## src/rtl/wb_stage_pkg.sv

```systemverilog
// CPU-wide constants shared by the exe/mem/wb stages and the pipeline monitor:
// datapath widths, instruction-type codes and the MEM/WB register layout.
package wb_stage_pkg;

   localparam int XLEN   = 32;
   localparam int REG_AW = 5;
   localparam int TYPE_W = 4;
   localparam int NUM_W  = 4;

   localparam logic [TYPE_W-1:0] INS_NOP   = 4'h0;
   localparam logic [TYPE_W-1:0] INS_ALU   = 4'h1;
   localparam logic [TYPE_W-1:0] INS_STORE = 4'h2;
   localparam logic [TYPE_W-1:0] INS_LOAD  = 4'h3;
   localparam logic [TYPE_W-1:0] INS_HALT  = 4'hF;

   typedef enum logic {
      ST_RUN    = 1'b0,
      ST_HALTED = 1'b1
   } wb_state_e;

   typedef struct packed {
      logic              wreg;
      logic              m2reg;
      logic [XLEN-1:0]   mdata;
      logic [XLEN-1:0]   aluR;
      logic [REG_AW-1:0] destR;
      logic [TYPE_W-1:0] ins_type;
      logic [NUM_W-1:0]  ins_number;
   } mem_wb_t;

endpackage

```

## src/rtl/wb_stage_reg.sv

```systemverilog
// MEM/WB pipeline register: loads when enabled, inserts a bubble when MEM is
// not valid (control fields cleared, data fields held).
module Reg_MEM_WB
   import wb_stage_pkg::*;
#(
   parameter logic [TYPE_W-1:0] NOP_TYPE = INS_NOP
) (
   input  logic    clk,
   input  logic    rst,
   input  logic    load_en_i,
   input  logic    valid_i,
   input  mem_wb_t d_i,
   output mem_wb_t q_o
);

   mem_wb_t q_q;
   mem_wb_t q_d;

   always_comb begin
      q_d = q_q;
      if (load_en_i) begin
         if (valid_i) begin
            q_d = d_i;
         end else begin
            q_d.wreg       = 1'b0;
            q_d.destR      = '0;
            q_d.ins_type   = NOP_TYPE;
            q_d.ins_number = '0;
         end
      end
   end

   always_ff @(posedge clk) begin
      if (rst) begin
         q_q.wreg       <= 1'b0;
         q_q.m2reg      <= 1'b0;
         q_q.mdata      <= '0;
         q_q.aluR       <= '0;
         q_q.destR      <= '0;
         q_q.ins_type   <= NOP_TYPE;
         q_q.ins_number <= '0;
      end else begin
         q_q <= q_d;
      end
   end

   assign q_o = q_q;

endmodule

```

## src/rtl/wb_stage.sv

```systemverilog
// Write-back stage: MEM/WB register, write-back mux, halt FSM, retire counters.
// Optional retired-load counter is built when WB_LOAD_COUNT_EN is defined.
module wb_stage
   import wb_stage_pkg::*;
#(
   parameter logic [TYPE_W-1:0] HALT_TYPE = INS_HALT,
   parameter logic [TYPE_W-1:0] NOP_TYPE  = INS_NOP,
   parameter logic [TYPE_W-1:0] LOAD_TYPE = INS_LOAD
) (
   input  logic              clk,
   input  logic              rst,
   input  logic              mem_valid,
   input  logic              mem_wreg,
   input  logic              mem_m2reg,
   input  logic [XLEN-1:0]   mem_mdata,
   input  logic [XLEN-1:0]   mem_aluR,
   input  logic [REG_AW-1:0] mem_destR,
   input  logic [TYPE_W-1:0] MEM_ins_type,
   input  logic [NUM_W-1:0]  MEM_ins_number,
   output logic              wb_wreg,
   output logic [REG_AW-1:0] wb_destR,
   output logic [XLEN-1:0]   wb_data,
   output logic [TYPE_W-1:0] WB_ins_type,
   output logic [NUM_W-1:0]  WB_ins_number,
   output logic              halted,
   output logic [31:0]       retire_count,
   output logic [15:0]       load_count
);

   wb_state_e state_q, state_d;
   logic      run;
   mem_wb_t   mem_in;
   mem_wb_t   wb_q;
   logic [31:0] retire_count_q, retire_count_d;

   assign mem_in = '{wreg: mem_wreg, m2reg: mem_m2reg, mdata: mem_mdata,
                     aluR: mem_aluR, destR: mem_destR,
                     ins_type: MEM_ins_type, ins_number: MEM_ins_number};

   Reg_MEM_WB #(.NOP_TYPE(NOP_TYPE)) u_reg_mem_wb (
      .clk       (clk),
      .rst       (rst),
      .load_en_i (run),
      .valid_i   (mem_valid),
      .d_i       (mem_in),
      .q_o       (wb_q)
   );

   always_ff @(posedge clk) begin
      if (rst) state_q <= ST_RUN;
      else     state_q <= state_d;
   end

   always_comb begin
      state_d = state_q;
      case (state_q)
         ST_RUN:    if (wb_q.ins_type == HALT_TYPE) state_d = ST_HALTED;
         ST_HALTED: state_d = ST_HALTED;
         default:   state_d = ST_RUN;
      endcase
   end

   always_comb begin
      run    = (state_q == ST_RUN);
      halted = (state_q == ST_HALTED);
   end

   // The halt instruction itself never writes, even if it carries wreg=1.
   assign wb_wreg = wb_q.wreg & (wb_q.destR != '0) & ~halted &
                    (wb_q.ins_type != HALT_TYPE);
   assign wb_destR      = wb_q.destR;
   assign wb_data       = wb_q.m2reg ? wb_q.mdata : wb_q.aluR;
   assign WB_ins_type   = wb_q.ins_type;
   assign WB_ins_number = wb_q.ins_number;

   always_comb begin
      retire_count_d = retire_count_q;
      if (run && (wb_q.ins_type != NOP_TYPE) && (retire_count_q != 32'hFFFF_FFFF))
         retire_count_d = retire_count_q + 32'd1;
   end

   always_ff @(posedge clk) begin
      if (rst) retire_count_q <= '0;
      else     retire_count_q <= retire_count_d;
   end

   assign retire_count = retire_count_q;

`ifdef WB_LOAD_COUNT_EN
   logic [15:0] load_count_q, load_count_d;

   always_comb begin
      load_count_d = load_count_q;
      if (run && (wb_q.ins_type == LOAD_TYPE) && (load_count_q != 16'hFFFF))
         load_count_d = load_count_q + 16'd1;
   end

   always_ff @(posedge clk) begin
      if (rst) load_count_q <= '0;
      else     load_count_q <= load_count_d;
   end

   assign load_count = load_count_q;
`else
   logic unused_load_type;
   assign unused_load_type = ^LOAD_TYPE;
   assign load_count = 16'h0000;
`endif

endmodule

```

## config.mk

```make
export PLATFORM = sky130hd
export DESIGN_NAME = wb_stage
export DESIGN_NICKNAME = d
export VERILOG_FILES = /design/src/rtl/wb_stage_pkg.sv /design/src/rtl/wb_stage_reg.sv /design/src/rtl/wb_stage.sv
export SDC_FILE = /design/constraint.sdc
export NUM_CORES = 1
export LEC_CHECK = 0
export BUFFER_PORTS_ARGS = -buffer_cell sky130_fd_sc_hd__buf_2
export CAP_MARGIN = 25
export CORE_ASPECT_RATIO = 1.4
export CORE_MARGIN = 2
export CORE_UTILIZATION = 54
export CTS_CLUSTER_DIAMETER = 40
export DETAILED_ROUTE_END_ITERATION = 16
export PLACE_DENSITY = 0.83
export SETUP_SLACK_MARGIN = 0.1
export SYNTH_ARGS = -nofsm -noshare
export SYNTH_HDL_FRONTEND = slang
export SYNTH_SLANG_ARGS = --single-unit
export TNS_END_PERCENT = 10
```

## constraint.sdc

```tcl
create_clock -name clk -period 3.2 [get_ports clk]
set_input_delay 0.48 -clock clk [delete_from_list [all_inputs] [get_ports clk]]
set_output_delay 0.48 -clock clk [all_outputs]
set_load 0.03 [all_outputs]
```

# == Word level (Yosys, flattened, before mapping) ==
# Index checks and enable logic that the tools add are counted.
# classes
n_addsub,1
n_reduce_logical,5
bitwise,4
eq_ne,3
n_mux,5
# op_table
op,n
$add 32x1->32 const B,1
$mux 32,1
$ne 32x32->1 const B,1
$mux 13,1
$reduce_bool 5->1,1
$eq 4x4->1 const B,1
$ne 4x4->1 const B,1
$reduce_bool 4->1,1
$and 1x1->1,3
$logic_and 1x1->1,2
$mux 1,2
$pmux 1 s2,1
$reduce_and 2->1,1
$not 1->1,1
# totals
in_bits,82
reg_bits,112
out_inout_bits,95

# == Depth between registers and ports, before layout ==
# Gate-level depths: netlist (run 1).
# logic_depth
ltp_word,4
mapped_depth,7
mapped_depth_nobuf,6

# == By module ==
# A second synthesis (run 1) with hierarchy kept.
# hier_totals
cells_unflattened,618
hier_area_um2,5775.5
# by_module_without_submodules
module,seq_area_each_um2,area_each_um2,instances,cells_per_inst
Reg_MEM_WB,1581.5,3518.4,1,359
wb_stage,660.6,2257.2,1,259

# == Worst setup path after synthesis (run 1) ==
# No wires, ideal clock.
# synth_timing
path_kind,register to register
startpoint,"register retire_count_q[0], in the netlist retire_count[0]"
endpoint,"register retire_count_q[26], in the netlist retire_count[26]"
arrival_ps,2152
n_path_buf,1
slack_ps,920
period_less_slack_ps,2280
stages_incl_launch_ff,8
setup_time_ps,128
required_time_ps,3072
cell_sequence,dfxtp_1 -> ha_1 -> nand4_1 -> or4_1 -> clkbuf_1 -> nor4_1 -> xnor2_1 -> nor2_1
# synth_via
elab_chain_cells,2
elab_cells_between_ends,3
classes_between,add/sub (1); eq/ne (1); reduce/logical (1)
# synth_lines
element,line,rtl
start: declaration,wb_stage.sv:34,"logic [31:0] retire_count_q, retire_count_d;"
start signal: assignment,wb_stage.sv:84,else retire_count_q <= retire_count_d;
branches (longest 2 deep; another with $add 32x1->32),--,
# Parallel ways; which one is timed is not known.
# A chain may end at the register's enable or synchronous reset.

# == Final worst setup path (run 1) ==
# layout_timing
startpoint,"register retire_count_q[0], in the netlist retire_count[0]"
endpoint,"register retire_count_q[20], in the netlist retire_count[20]"
# Same word-level chain as after synthesis.

==> impl_metrics.csv, run 1 <==
group,metric,value,unit
sta,fmax,403,MHz
cts,cts_setup_buffers,0,
global_routing,use_met2,41.3,%
logic_synthesis,synthFlopType,"dfxtp_1",
sta,drv_slew,0,
global_routing,grt_pass1_vias,4389,
logic_synthesis,synth_cells,599,
global_routing,use_met1,27.7,%
cts,cts.sinks,112,
run_status,outcome,"complete, no violations",
sta,finalSetupViolCount,0,
drt,dr.first_iter.drc_count,212,
drt,vias,4609,
global_routing,grt_start_max_net_pins,59,
logic_synthesis,synth_edf_count,0,
power,clkPwrFrac,36.5,%
floorplanning,core,0.00898,mm^2
hold_path,hp-class,"input port to flop",
drt,routed_wl,12000,um
critical_path,cp_max_fo,13,
critical_path,required,3.41,ns
sta,skew,0.00551,ns
critical_path,rrSetupSlack,0.72,ns
global_routing,use_met3,4.43,%
global_routing,grt_pass1_wl,19700,um
placement,dpl.hpwl,8670,um
sta,slew_headroom,47.6,%
finish,fillerInstances,756,
global_routing,grtUsageTotal,23.5,%
placement,io_buffers,160,
logic_synthesis,ys_seq_area_share,45.2,%
critical_path,rr_endpoint,"retire_count[20]",
cts,cts_buffer_depth,2,
floorplanning,die_h,117,um
power,p_per_area,493,mW/mm^2
finish,antenna_cells,0,
finish,finalNonFillerCells,834,
sta,hold_slack,0.374,ns
sta,timing.final.crit_share,77.5,%
finish,drive_gt1_share,30.5,%
drt,dr.pass1.iters,5,
finish,final_nets,806,
logic_synthesis,ys_ff_latch,112,
flow_run,drv_cap,0,
floorplanning,io_pins,177,
critical_path,rr_startpoint,"retire_count[0]",
power,power,2.92,mW
cts,clockRootBuffer,"clkbuf_16",
global_routing,grt_antenna_before_repair,0,
finish,final_cell_mix,"buf_2 (159), nand2_1 (142), dfxtp_1 (112), a21oi_1 (79), nor2_1 (38)",
hold_path,holdPathEnd,"u_reg_mem_wb.q_o[32]",
finish,final-seq-area,0.00224,mm^2
logic_synthesis,yosys.area.top_type,"dfxtp_1",
floorplanning,start_util,55.3,%
finish,final_util,66.0,%
finish,final_common_cell,"buf_2",
finish,syn2layout_area_growth,19.4,%
drt,drc_errors,0,
placement,dp.cells,819,
cts,path_clk_slew,0.07,ns
power,power_leakage,2.61,nW
floorplanning,die_w,85.0,um
logic_synthesis,syn_avg_cell_area,8.29,um^2
power,power_frac_comb,12.8,%
cts,cts_tree,"done",
floorplanning,die-area,0.00999,mm^2
cts,insertion_delay,0.33,ns
cts,numCtsBuffers,9,
global_routing,grt_busiest_layer,"met2",
logic_synthesis,ys_warn_count,0,
cts,ctsHoldBuffers,0,
power,p_seq_share,50.7,%
hold_path,hp-start,"mem_aluR[19]",
floorplanning,row_count,41,
critical_path,critical_path_arrival,2.69,ns
critical_path,crit_type,"flop to flop",
critical_path,cp-end-kind,"flop",
power,sw_frac_of_total,25.1,%
sta,hold_violations,0,
logic_synthesis,netlist_area,0.00496,mm^2
cts,cts-htree-levels,3,
critical_path,crit_path_start_kind,"flop",
drt,post_drt_wl_per_cell,14.4,um
hold_path,hold_depth,3,
critical_path,rr_worst_depth,6,
drt,vias_per_cell,5.53,
logic_synthesis,netlist.area_leader.share,45.2,%
sta,rsz0062_at_grt,"no",
placement,place_congestion,0.880,
power,intPower,2.19,mW
sta,fin_setup_tns,0,ns
global_routing,grt_overflow,0,
finish,multiInputGateArea,0.00238,mm^2
sta,min_period,2.48,ns
logic_synthesis,async_flop_share,0,%
logic_synthesis,ys_top_cells_by_area,"dfxtp_1 (45%), nand2_1 (11%), a21oi_1 (8.0%), mux2_2 (7.5%), buf_4 (4.4%)",
power,p_sw,734,uW
power,vdd_drop_max,0.342,mV
cts,post_cts_resize_count,0,
logic_synthesis,yosysUniqueCellTypes,43,
drt,ant_nets,0,
sta,worst_pin_slew,0.780,ns
## metrics by stage
step	setup slack [ns]	instance area, um^2
2_1_floorplan	0.920	5020
3_3_place_gp	0.894	5640
6_report	0.721	5920
4_1_cts	0.738	5920
5_1_grt	0.463	5920
3_5_place_dp	0.750	5640
## worst max-delay path by stage
| stage | start | endpoint | cells past startpoint |
|---|---|---|---|
| after global placement | retire_count[0] | retire_count[14] | 6 |
| after global routing | retire_count[0] | retire_count[14] | 6 |
| after CTS | retire_count[0] | retire_count[14] | 6 |
| final | retire_count[0] | retire_count[20] | 6 |
| after detailed placement | retire_count[0] | retire_count[14] | 6 |
| after floorplan | retire_count[0] | retire_count[26] | 7 |
## area by class of cell
class | count | share of cell area [%]
Multi-Input combinational cell | 430 | 40.3
Timing Repair Buffer | 168 | 14.8
Inverter | 2 | 0.127
Tap cell | 107 | 2.26
Clock buffer | 12 | 3.99
Sequential cell | 112 | 37.8
Clock inverter | 3 | 0.739
## synth_stat cells, drive strengths merged, types with 6 or more instances
cell,count
or3,8
clkbuf,37
nand2,142
and3,6
nand3,12
a22oi,14
xnor2,12
buf,32
a21oi,79
nor2,38
o21ai,6
mux2,33
dfxtp,112
nand4,17
nor4,7
## power groups by stage
stage / clock network (mW) / registers, mW / logic [mW]
2_1_floorplan: 0 / 1.51 / 0.276
3_3_place_gp: 0 / 1.51 / 0.367
3_5_place_dp: 0 / 1.51 / 0.373
4_1_cts: 1.10 / 1.48 / 0.375
5_1_grt: 1.15 / 1.49 / 0.405
6_report: 1.07 / 1.48 / 0.374
## worst max-delay path: stages, from the launching register on
cell and delay (ns):
dfxtp_1 0.41, ha_1 0.26, nand4_1 0.14, or4_1 0.71, a2111oi_0 0.60, xnor2_1 0.18, nor2_1 0.05
## kinds of logic (layout without fill, tap and decap cells)
family	Yosys count	count (layout)	share of synthesized area [%]
AOI/OAI and AO/OA	117	117	13.8
xor gates and xnor gates	17	17	3.00
adders and majority gates	1	1	0.252
buffers and inverters	72	185	8.12
DFF	112	112	45.2
muxes	34	34	7.69
other	1	16	0.0756
and+or+nand+nor	245	245	21.9
## flip-flops by register name, indices dropped and copies added (netlist names)
| register | cells |
|---|---|
| retire_count | 32 |
| u_reg_mem_wb.q_o | 79 |
| halted | 1 |
## layer usage
layer	share of wire [%]	up-vias	wire (um)
met5	0	-	0
met4	2.2	0	268
met3	6.6	28	800
met2	52	192	6300
met1	39	2131	4670
li1	-	2258	-
Power figures use the tool's default switching activity.
==> inputs of run 2 (changes only) <==
--- a/config.mk
+++ b/config.mk
@@ -9,10 +9,10 @@
 export CAP_MARGIN = 25
 export CORE_ASPECT_RATIO = 1.4
 export CORE_MARGIN = 2
-export CORE_UTILIZATION = 54
+export CORE_UTILIZATION = 50
 export CTS_CLUSTER_DIAMETER = 40
 export DETAILED_ROUTE_END_ITERATION = 16
-export PLACE_DENSITY = 0.83
+export PLACE_DENSITY = 0.77
 export SETUP_SLACK_MARGIN = 0.1
 export SYNTH_ARGS = -nofsm -noshare
 export SYNTH_HDL_FRONTEND = slang
==> constraint.sdc (replaced) <==
create_clock -name clk -period 2.4 [get_ports clk]
set_input_delay 0.36 -clock clk [delete_from_list [all_inputs] [get_ports clk]]
set_output_delay 0.36 -clock clk [all_outputs]
set_load 0.03 [all_outputs]
==> run 2 against run 1 <==
Against the previous run: utilization down 3.4 points; largest cell class unchanged; global-route usage down 2.0 points; worst hold slack worse by 0.12 ns; final cell count up 4.0%; clock-buffer cell count down 3; fmax up 11%.
==> impl_metrics.csv, run 2 (synthesized netlist as in run 1, its figures left out) <==
group,metric,value,unit
run_status,outcome,"complete, no violations",
global_routing,grt_pass1_wl,18700,um
drt,dr.pass1.iters,4,
cts,ctsHoldBuffers,0,
placement,dpl.hpwl,8490,um
global_routing,grt_overflow,0,
sta,hold_violations,0,
cts,cts.sinks,112,
sta,hold_slack,0.249,ns
drt,routed_wl,12100,um
power,intPower,3.24,mW
global_routing,grt_antenna_before_repair,0,
sta,skew,0.00734,ns
power,power_frac_comb,11.8,%
sta,worst_pin_slew,0.711,ns
finish,drive_gt1_share,32.4,%
critical_path,crit_path_start_kind,"flop",
placement,io_buffers,160,
power,vdd_drop_max,0.373,mV
finish,multiInputGateArea,0.00241,mm^2
finish,final_nets,810,
global_routing,grtUsageTotal,21.5,%
floorplanning,row_count,43,
finish,final-seq-area,0.00224,mm^2
power,sw_frac_of_total,24.1,%
floorplanning,io_pins,177,
finish,syn2layout_area_growth,23.6,%
critical_path,required,2.67,ns
critical_path,crit_type,"flop to flop",
floorplanning,start_util,50.7,%
power,power,4.28,mW
cts,cts-htree-levels,3,
finish,largest_reg_flops,79,
sta,slew_headroom,52.2,%
drt,vias,4610,
floorplanning,core,0.00979,mm^2
cts,insertion_delay,0.34,ns
finish,fillerInstances,881,
sta,drv_slew,0,
drt,post_drt_wl_per_cell,14.0,um
cts,path_clk_slew,0.07,ns
drt,drc_errors,0,
drt,vias_per_cell,5.32,
floorplanning,die_h,122,um
sta,finalSetupViolCount,0,
drt,ant_nets,0,
power,clkPwrFrac,41.9,%
power,p_per_area,697,mW/mm^2
placement,place_congestion,0.865,
cts,cts_setup_buffers,0,
hold_path,hp-class,"input port to flop",
flow_run,drv_cap,0,
power,power_leakage,2.68,nW
sta,min_period,2.24,ns
floorplanning,die_w,88.2,um
finish,final_cell_mix,"buf_2 (159), nand2_1 (142), dfxtp_1 (110), a21oi_1 (79), nor2_1 (38)",
finish,antenna_cells,0,
cts,clockRootBuffer,"clkbuf_16",
floorplanning,die-area,0.0108,mm^2
sta,fmax,447,MHz
critical_path,critical_path_arrival,2.50,ns
sta,timing.final.crit_share,93.2,%
power,p_seq_share,46.2,%
global_routing,grt_start_max_net_pins,66,
sta,rsz0062_at_grt,"yes",
critical_path,cp-end-kind,"flop",
finish,final_common_cell,"buf_2",
sta,fin_setup_tns,0,ns
drt,dr.first_iter.drc_count,157,
cts,post_cts_resize_count,4,
critical_path,cp_max_fo,12,
cts,cts_tree,"done",
sta,setup_ws,0.164,ns
global_routing,grt_pass1_vias,4225,
cts,numCtsBuffers,9,
power,p_sw,1.03,mW
placement,preCtsSetupSlack,0.00489,ns
cts,cts_buffer_depth,2,
[run 2: cell count changes in the layout (fill, tap and decap cells not counted), sizes merged]
| cell | before | now |
|---|---|---|
| bufinv | 1 | 4 |
| clkbuf | 12 | 9 |
| clkinv | 2 | 1 |
| buf | 168 | 172 |
| clkinvlp | 0 | 1 |
| inv | 2 | 3 |
[run 2: area by class of cell]
cell class	instances	area share, %
inverters	2	0.122
repair buffers	172	15.2
multi-input cells	430	39.4
flip-flops and latches	112	36.6
clock buffers	9	3.67
well taps	135	2.75
clock inverters	7	2.31
[run 2: power by group through the flow]
stage | Clock, mW | Combinational (mW) | Sequential [mW]
6_report | 1.79 | 0.506 | 1.98
5_1_grt | 1.89 | 0.550 | 1.99
4_1_cts | 1.83 | 0.506 | 1.98
3_5_place_dp | 0 | 0.504 | 2.02
3_3_place_gp | 0 | 0.495 | 2.01
2_1_floorplan | 0 | 0.368 | 2.02
[run 2: through the flow]
stage,cells,util [%],cell area [um^2]
6_report,867,62.6,6130
5_1_grt,867,62.6,6130
4_1_cts,867,62.4,6110
3_5_place_dp,851,58.6,5730
3_3_place_gp,851,58.6,5730
2_1_floorplan,614,-,5020
[run 2: path summary, 6_finish.rpt]
kind,start,to,slack [ns],cells past startpoint
worst max-delay path,retire_count[3],retire_count[19],0.16,5
worst min-delay path,mem_wreg,u_reg_mem_wb.q_o[78],0.25,3
worst max register to register,retire_count[3],retire_count[19],0.16,5
worst min register to register,u_reg_mem_wb.q_o[18],u_reg_mem_wb.q_o[18],0.45,2
[run 2: worst max-delay path: stages, from the launching register on]
cell     delay, ns
dfxtp_1       0.45
nand4_1       0.15
or4b_1        0.50
a311o_2       0.42
or4_1         0.49
a21oi_1       0.15
[run 2: metal layers]
| layer | share of wire (%) | vias to the layer above | track usage [%] |
|---|---|---|---|
| met4 | 3.0 | 0 | 12.9 |
| met5 | 0 | - | 0 |
| met2 | 50 | 159 | 36.9 |
| met1 | 40 | 2145 | 24.3 |
| li1 | - | 2275 | - |
| met3 | 7.0 | 31 | 4.13 |
==> inputs of run 3 (changes only) <==
--- a/config.mk
+++ b/config.mk
@@ -5,14 +5,15 @@
 export SDC_FILE = /design/constraint.sdc
 export NUM_CORES = 1
 export LEC_CHECK = 0
+export ABC_AREA = 1
 export BUFFER_PORTS_ARGS = -buffer_cell sky130_fd_sc_hd__buf_2
 export CAP_MARGIN = 25
 export CORE_ASPECT_RATIO = 1.4
 export CORE_MARGIN = 2
-export CORE_UTILIZATION = 50
+export CORE_UTILIZATION = 51
 export CTS_CLUSTER_DIAMETER = 40
 export DETAILED_ROUTE_END_ITERATION = 16
-export PLACE_DENSITY = 0.77
+export PLACE_DENSITY = 0.78
 export SETUP_SLACK_MARGIN = 0.1
 export SYNTH_ARGS = -nofsm -noshare
 export SYNTH_HDL_FRONTEND = slang
==> run 3 against run 2 <==
Against the previous run: final area increased by 3.7%; synthesized area increased by 7.5%; clock skew increased by 0.0021 ns; die area increased by 5.2%; synthesized cell count increased by 30%; non-clock buffer count decreased by 6; wire length increased by 8.5%; power decreased by 3.2%; fmax increased by 18%; largest cell class unchanged; largest power group unchanged.
==> impl_metrics.csv, run 3 <==
group,metric,value,unit
run_status,outcome,"complete, no violations",
global_routing,grt_pass1_wl,21300,um
finish,final_nets,985,
sta,drv_slew,0,
critical_path,worstPathCellList,"ha_1 -> nand3_2 -> inv_2 -> nand2_4 -> nor2_8 -> nand3_2 -> buf_4 -> nand2_1 -> nand2_1 -> nand2_1 -> nor2_1",
cts,clockRootBuffer,"clkbuf_16",
drt,post_drt_wl_per_cell,12.6,um
drt,ant_nets,0,
critical_path,rr_worst_depth,11,
floorplanning,die-area,0.0113,mm^2
hold_path,holdPathEnd,"u_reg_mem_wb.q_o[7]",
flow_run,drv_cap,0,
logic_synthesis,async_flop_share,0,%
finish,final_common_cell,"buf_2",
sta,min_period,1.90,ns
finish,largest_reg_flops,79,
sta,fmax,527,MHz
global_routing,grt_pass1_vias,4681,
placement,dpl.hpwl,9360,um
logic_synthesis,synthFlopType,"dfxtp_1",
floorplanning,start_util,51.8,%
cts,post_cts_resize_count,0,
cts,insertion_delay,0.35,ns
floorplanning,core,0.0103,mm^2
logic_synthesis,ys_ff_latch,112,
cts,cts_setup_buffers,0,
placement,place_congestion,0.904,
cts,path_clk_slew,0.08,ns
drt,vias_per_cell,4.96,
power,sw_frac_of_total,28.3,%
critical_path,crit_slowest_cell,"dfxtp_1",
critical_path,rr_startpoint,"retire_count[0]",
finish,antenna_cells,0,
sta,worst_pin_slew,0.796,ns
power,clkPwrFrac,37.7,%
sta,fin_setup_tns,0,ns
logic_synthesis,syn_avg_cell_area,6.84,um^2
hold_path,hp-start,"MEM_ins_type[3]",
drt,routed_wl,13100,um
logic_synthesis,yosysUniqueCellTypes,28,
logic_synthesis,ys_warn_count,0,
critical_path,rrSetupSlack,0.50,ns
global_routing,grt_start_max_net_pins,98,
sta,hold_violations,0,
global_routing,grt_antenna_before_repair,0,
sta,hold_slack,0.255,ns
finish,final_util,61.8,%
global_routing,grtUsageTotal,22.8,%
critical_path,required,2.64,ns
cts,cts-htree-levels,3,
logic_synthesis,netlist_area,0.00534,mm^2
logic_synthesis,synth_cells,780,
drt,vias,5188,
critical_path,crit_type,"flop to flop",
hold_path,hold_depth,3,
sta,rsz0062_at_grt,"no",
logic_synthesis,ys_top_cells_by_area,"dfxtp_1 (42%), nand2_1 (11%), nor2_1 (10%), o21ai_0 (9.6%), a21oi_1 (5.8%)",
logic_synthesis,synth_common_cells,"nand2_1 (151), nor2_1 (144), dfxtp_1 (112)",
logic_synthesis,yosysMostFrequentCell,"nand2_1",
drt,drc_errors,0,
critical_path,rr_endpoint,"retire_count[29]",
placement,preCtsSetupSlack,0.525,ns
cts,ctsHoldBuffers,0,
critical_path,cp_max_fo,32,
floorplanning,row_count,44,
critical_path,critical_path_arrival,2.14,ns
drt,dr.pass1.iters,4,
finish,syn2layout_area_growth,19.1,%
finish,final_cell_mix,"buf_2 (160), nand2_1 (150), nor2_1 (144), dfxtp_1 (111), o21ai_0 (102)",
floorplanning,die_h,125,um
sta,slew_headroom,46.9,%
power,intPower,2.97,mW
cts,numCtsBuffers,9,
cts,cts.sinks,112,
sta,timing.final.crit_share,79.0,%
sta,setup_ws,0.503,ns
critical_path,cpMostUsedCell,"nand2_1",
logic_synthesis,ys_seq_area_share,42.0,%
sta,skew,0.00947,ns
logic_synthesis,netlist.area_leader.share,42.0,%
cts,cts_buffer_depth,2,
floorplanning,die_w,90.5,um
logic_synthesis,yosys.area.top_type,"dfxtp_1",
logic_synthesis,synth_edf_count,0,
power,p_sw,1.17,mW
power,p_seq_share,48.2,%
power,p_per_area,652,mW/mm^2
finish,drive_gt1_share,23.7,%
drt,dr.first_iter.drc_count,226,
power,power_leakage,2.96,nW
power,power_frac_comb,14.1,%
global_routing,grt_overflow,0,
cts,cts_tree,"done",
placement,io_buffers,160,
critical_path,crit_path_start_kind,"flop",
critical_path,max_stage_delay,0.40,ns
power,vdd_drop_max,0.463,mV
floorplanning,io_pins,177,
sta,finalSetupViolCount,0,
hold_path,hp-class,"input port to flop",
critical_path,cp-end-kind,"flop",
power,power,4.14,mW
[run 3: cell types whose count changed after synthesis, sizes merged, moves of 19 or more]
cell,before,now
nor2,38,150
o21ai,6,102
inv,2,65
mux2,33,0
nand3,12,31
[run 3: worst max-delay path, delay by kind of cell (launching register included)]
kind / cells / cell delay (ns)
buffers and inverters: 2 / 0.41
adders and majority gates: 1 / 0.22
and+or+nand+nor: 8 / 0.76
DFF: 1 / 0.40
[run 3: per-stage QoR]
step	cell area, um^2	std cells
5_1_grt	6360	1045
2_1_floorplan	5390	795
3_3_place_gp	6040	1029
3_5_place_dp	6040	1029
4_1_cts	6360	1045
6_report	6360	1045
[run 3: how the worst max path moves through the flow]
stage	cells after the start	slack [ns]	endpoint	from
2_1_floorplan	10	0.56	retire_count[9]	retire_count[1]
3_3_place_gp	11	0.58	retire_count[29]	retire_count[0]
3_5_place_dp	11	0.52	retire_count[29]	retire_count[0]
4_1_cts	11	0.51	retire_count[29]	retire_count[0]
5_1_grt	11	0.32	retire_count[29]	retire_count[0]
6_report	11	0.50	retire_count[29]	retire_count[0]
[run 3: cell type report]
class,count,area (um^2)
sequential,112,2240
clock buffer,9,225
inverter,65,244
clock inverter,7,87.6
fill,1013,3940
multi-input combinational,548,2500
timing repair buffer,166,883
tap,138,173
[run 3: power by group through the flow]
stage / sequential [mW] / clock, mW / combinational, mW
3_3_place_gp: 2.04 / 0 / 0.580
4_1_cts: 2.00 / 1.59 / 0.588
3_5_place_dp: 2.04 / 0 / 0.586
2_1_floorplan: 2.04 / 0 / 0.424
6_report: 2.00 / 1.56 / 0.584
5_1_grt: 2.01 / 1.67 / 0.646
[run 3: cell families (layout without fill, tap and decap cells)]
group / count (synthesis) / after routing / synth area share (%)
AO/OA/AOI/OAI: 178 / 178 / 17.6
XOR/XNOR: 2 / 2 / 0.328
adder cells (fa/ha/maj): 1 / 1 / 0.234
buffers and inverters: 135 / 247 / 12.2
flip-flops: 112 / 112 / 42.0
other: 1 / 16 / 0.0703
AND/OR/NAND/NOR: 351 / 351 / 27.5
[run 3: metal layers]
layer | wire length, um | global-route usage, %
met5 | 0 | 0
met4 | 310 | 9.05
met2 | 6530 | 40.8
met3 | 769 | 5.06
met1 | 5510 | 26.4
